File: config.mk
export PLATFORM = sky130hd
export DESIGN_NAME = sort8_ctrl
export DESIGN_NICKNAME = d
export VERILOG_FILES = /design/src/rtl/sort8_ctrl.sv
export SDC_FILE = /design/constraint.sdc
export NUM_CORES = 1
export LEC_CHECK = 0
export CAP_MARGIN = 20
export CORE_ASPECT_RATIO = 1.4
export CORE_MARGIN = 10
export CORE_UTILIZATION = 40
export CTS_CLUSTER_SIZE = 14
export DETAILED_ROUTE_END_ITERATION = 8
export PLACE_DENSITY = 0.67
export SLEW_MARGIN = 30
export SYNTH_ARGS = -nofsm -noshare
export SYNTH_HDL_FRONTEND = slang
export SYNTH_SLANG_ARGS = --single-unit
File: constraint.sdc
create_clock -name clk -period 7.1 [get_ports clk]
set_clock_uncertainty 0.05 [all_clocks]
set_input_delay 1.42 -clock clk [delete_from_list [all_inputs] [get_ports clk]]
set_output_delay 1.42 -clock clk [all_outputs]
set_load 0.02 [all_outputs]
File: src/rtl/sort8_ctrl.sv
// sort8_ctrl: collects eight signed words, bubble-sorts them in place with one
// shared signed compare per cycle, then streams them out smallest first.
module sort8_ctrl #(
  parameter int N = 8,
  parameter int W = 16
) (
  input  logic         clk,
  input  logic         rst_n,
  input  logic         i_in_valid,
  output logic         o_in_ready,
  input  logic [W-1:0] i_in_data,
  output logic         o_out_valid,
  input  logic         i_out_ready,
  output logic [W-1:0] o_out_data,
  output logic         o_busy,
  output logic [4:0]   o_cmp_count
);

  typedef enum logic [1:0] {
    S_LOAD  = 2'd0,
    S_SORT  = 2'd1,
    S_DRAIN = 2'd2
  } state_t;

  state_t              r_state;
  logic signed [W-1:0] r_buf [N];
  logic [2:0]          r_wr_ptr;
  logic [2:0]          r_rd_ptr;
  logic [2:0]          r_i;
  logic [2:0]          r_pass;
  logic                r_swapped;
  logic                r_in_ready;
  logic                r_out_valid;
  logic                r_busy;
  logic [4:0]          r_cmp_count;

  logic signed [W-1:0] w_a;
  logic signed [W-1:0] w_b;
  logic [2:0]          w_i_next;
  logic                w_le;
  logic                w_last;
  logic                w_swapped;
  logic                w_accept;
  logic                w_xfer;

  // Both operands are declared signed, so the compare is a true two's-complement
  // compare with no subtraction and hence no overflow hazard.
  assign w_i_next  = r_i + 3'd1;
  assign w_a       = r_buf[r_i];
  assign w_b       = r_buf[w_i_next];
  assign w_le      = (w_a <= w_b);
  assign w_last    = (r_i == (3'd6 - r_pass));
  assign w_swapped = r_swapped | ~w_le;
  assign w_accept  = (r_state == S_LOAD) && r_in_ready && i_in_valid;
  assign w_xfer    = (r_state == S_DRAIN) && r_out_valid && i_out_ready;

  assign o_in_ready  = r_in_ready;
  assign o_out_valid = r_out_valid;
  assign o_busy      = r_busy;
  assign o_cmp_count = r_cmp_count;
  assign o_out_data  = r_buf[r_rd_ptr];

  always_ff @(posedge clk or negedge rst_n) begin
    if (!rst_n) begin
      r_state     <= S_LOAD;
      r_wr_ptr    <= 3'd0;
      r_rd_ptr    <= 3'd0;
      r_i         <= 3'd0;
      r_pass      <= 3'd0;
      r_swapped   <= 1'b0;
      r_in_ready  <= 1'b0;
      r_out_valid <= 1'b0;
      r_busy      <= 1'b0;
      r_cmp_count <= 5'd0;
      for (int k = 0; k < N; k++) begin
        r_buf[k] <= '0;
      end
    end else begin
      case (r_state)
        S_LOAD: begin
          r_in_ready <= 1'b1;
          if (w_accept) begin
            r_buf[r_wr_ptr] <= i_in_data;
            r_wr_ptr        <= r_wr_ptr + 3'd1;
            if (r_wr_ptr == 3'd7) begin
              r_state     <= S_SORT;
              r_wr_ptr    <= 3'd0;
              r_in_ready  <= 1'b0;
              r_busy      <= 1'b1;
              r_i         <= 3'd0;
              r_pass      <= 3'd0;
              r_swapped   <= 1'b0;
              r_cmp_count <= 5'd0;
            end
          end
        end

        S_SORT: begin
          r_cmp_count <= r_cmp_count + 5'd1;
          if (!w_le) begin
            r_buf[r_i]      <= w_b;
            r_buf[w_i_next] <= w_a;
          end
          // The pass-end decision folds in this cycle's swap via w_swapped.
          if (w_last) begin
            if (!w_swapped || (r_pass == 3'd6)) begin
              r_state     <= S_DRAIN;
              r_busy      <= 1'b0;
              r_out_valid <= 1'b1;
              r_rd_ptr    <= 3'd0;
            end else begin
              r_pass    <= r_pass + 3'd1;
              r_i       <= 3'd0;
              r_swapped <= 1'b0;
            end
          end else begin
            r_i       <= w_i_next;
            r_swapped <= w_swapped;
          end
        end

        S_DRAIN: begin
          if (w_xfer) begin
            r_rd_ptr <= r_rd_ptr + 3'd1;
            if (r_rd_ptr == 3'd7) begin
              r_state     <= S_LOAD;
              r_rd_ptr    <= 3'd0;
              r_wr_ptr    <= 3'd0;
              r_out_valid <= 1'b0;
              r_in_ready  <= 1'b1;
            end
          end
        end

        default: begin
          r_state     <= S_LOAD;
          r_in_ready  <= 1'b0;
          r_out_valid <= 1'b0;
          r_busy      <= 1'b0;
        end
      endcase
    end
  end

endmodule

==> impl_metrics.yaml <==
status:
  status: "complete, no violations"
synth:
  synth_largest_area_cell: "dfrtp_1"
  synth.most_common_cell: "mux2_2"
  syn-num-nets: 1273
  ys.flop_type: "dfrtp_1"
  synth.top_cells.by_area: "dfrtp_1 31%, mux2_2 15%, mux4_2 8.0%"
  synthArstFlopShare: 1.000
  yosysTopAreaCellShare: 0.3120
  ys_top_cells_by_count: "157 x mux2_2, 151 x dfrtp_1, 134 x nand2_1"
  yosysSeqAreaShare: 0.3120
  ys_warn_count: 0
  syn_area_per_cell_um2: 9.863
  synthDistinctLibCells: 73
  netlist_area_um2: 12110
  syn_inst: 1228
  synth_seq_cells: 151
  synth_edf_count: 0
cells_and_area:
  fill_cells: 2799
  num-nets-final: 1270
  post-route-util: 0.4521
  syn2layout_area_growth_pct: 11.74
  antennaDiodeCount: 0
  drive_gt1_frac: 0.2480
floorplanning:
  std_cell_rows: 75
  die_h_um: 225.9
  fp.coreArea_um2: 29940
  dieArea_um2: 37740
  fp.dieW_um: 167.1
  initial_core_util: 0.4046
  io_pins: 44
detailed_routing:
  wire_per_inst_um: 30.88
  drt-initial-drc-count: 1727
  drt_wl_total_um: 50120
  vias: 11680
  viasPerCell: 7.195
  ant_nets: 0
  first_pass_iters: 6
  route.detailed.drc: 0
timing:
  rsz0062_at_grt: "false"
  setup_viol: 0
  period_needed_ps: 6017
  max_freq_mhz: 166.2
  final.setup.tns_ps: 0
  slew-limit-headroom: 0.3104
  period_share: 0.8475
  tightest_slew_ps: 1031
  hold_viol: 0
  slew_viol_final: 0
critical_path:
  cpPeakStageDelay_ps: 730
  critPathMaxFanout: 53
  path_cells: "buf_4 > buf_4 > nand2b_1 > nor2_1 > a222oi_1 > buf_4 > ha_1 > a21oi_1 > o21ai_0 > a221oi_2 > or3_1 > nand3_2 > mux2_2"
  crit_slowest_cell: "nand3_2"
  path_class: "reg2reg"
  start_kind: "flip-flop"
  cp.required_ps: 7390
  crit_buf_inv: 3
  cp_top_family: "simple AND/OR/NAND/NOR gates"
  cp-end-kind: "flip-flop"
  critPathArrivalTime_ps: 6310
  crit_top_cell: "buf_4"
grt:
  track_usage: 0.2592
  grt_pass1_wl_um: 74490
  grt-ovfl-total: 0
  grt_start_max_net_pins: 99
  grt_pass1_vias: 11510
  antenna_found_initial: 0
clock_tree:
  clk_latency_ps: 470
  cts_resized: 0
  cts_buffer_depth: 2
  clock-root-buffer: "clkbuf_16"
  h-tree-depth: 4
  cts_buffers: 17
  cts_tree: "yes"
  clk_pin_slew_ps: 80
  clkSinkCount: 151
  post_cts_buffers: 0
  holdBufCountCts: 0
placed_design:
  place.gp.congestion: 1.004
  hpwl_um: 32860
  io_buffers: 43
run:
  drv_cap: 0
min_path:
  hold_class: "reg2reg"
sequential cells by signal, indices dropped and copies added (netlist names):
register,flops
o_busy,1
o_cmp_count,5
o_in_ready,1
o_out_valid,1
r_buf,128
r_i,3
r_pass,3
r_rd_ptr,3
r_state,2
r_swapped,1
r_wr_ptr,3
worst register-to-register path, stage by stage (launching register included):
cell,delay (ps)
dfrtp_2,370
buf_4,530
buf_4,520
nand2b_1,480
nor2_1,240
a222oi_1,340
buf_4,240
ha_1,280
a21oi_1,230
o21ai_0,180
a221oi_2,600
or3_1,570
nand3_2,730
mux2_2,520
logic make-up after synthesis:
kind of cell	after synthesis	share of synthesized area
AO/OA/AOI/OAI	362	0.2174
XOR/XNOR	9	0.007749
adder cells (fa/ha/maj)	25	0.02583
buffers and inverters	130	0.04990
flip-flops	151	0.3120
multiplexers	244	0.2625
AND/OR/NAND/NOR	307	0.1247
area by class of cell:
cell class                 count  area, um2  share of cell area
sequential                   151       3784              0.2796
clock buffer                  19      442.9             0.03273
inverter                      27      101.3            0.007489
timing repair buffer          81      739.5             0.05464
multi-input combinational    947       7838              0.5791
clock inverter                13      146.4             0.01082
tap                          385      481.7             0.03560
per-stage QoR:
| stage | hold slack [ps] | setup slack (ps) | area (um2) | cells |
|---|---|---|---|---|
| floorplan | 440.4 | 2839 | 12110 | 1228 |
| global placement | 452.1 | 1307 | 12890 | 1590 |
| detailed placement | 471.4 | 1284 | 12940 | 1591 |
| CTS | 486.2 | 1234 | 13530 | 1623 |
| global route | 511.2 | 1048 | 13530 | 1623 |
| finish | 478.7 | 1083 | 13530 | 1623 |
placed cells by master (no fill, tap or decap), types with 7 or more instances in the layout:
| cell | Yosys | routed |
|---|---|---|
| mux2_2 | 157 | 157 |
| dfrtp_1 | 151 | 147 |
| nand2_1 | 134 | 134 |
| o21ai_0 | 98 | 98 |
| a22oi_1 | 91 | 91 |
| nor2_1 | 55 | 54 |
| mux4_2 | 43 | 43 |
| mux2i_1 | 42 | 42 |
| clkdlybuf4s50_1 | 0 | 42 |
| o221ai_1 | 41 | 41 |
| buf_4 | 6 | 37 |
| ha_1 | 25 | 25 |
| inv_1 | 24 | 24 |
| a21oi_1 | 24 | 24 |
| a221oi_1 | 23 | 23 |
| nand3_1 | 21 | 21 |
| nor3_1 | 17 | 17 |
| clkbuf_16 | 0 | 17 |
| o22ai_1 | 15 | 15 |
| nor2b_1 | 14 | 13 |
| o211ai_1 | 11 | 11 |
| nand2b_1 | 9 | 9 |
| and3_1 | 8 | 8 |
| a32oi_1 | 8 | 8 |
| nor4_4 | 0 | 8 |
| and3b_1 | 7 | 7 |
final timing paths:
path	startpoint	end	slack, ps	cells after the start
setup / recovery	r_i[0]	r_buf[119]	1080	13
hold / removal	o_out_valid	o_out_valid	480	2
setup reg to reg	r_i[0]	r_buf[119]	1080	13
hold reg to reg	o_out_valid	o_out_valid	480	2
max in group asynchronous	rst_n	r_i[1]	4660	2
min in group asynchronous	rst_n	o_cmp_count[4]	1000	1
routing by layer:
metal / vias up / share of wire / GRT usage
met2: 876 / 0.46 / 0.4125
met4: 0 / 0.088 / 0.2021
li1: 4757 / - / -
met5: - / 0 / 0
met1: 5741 / 0.34 / 0.2867
met3: 303 / 0.11 / 0.07498
Power is left out: the tool's default activity adds up to more than one toggle a clock period on the data nets, which glitch-free logic cannot reach.
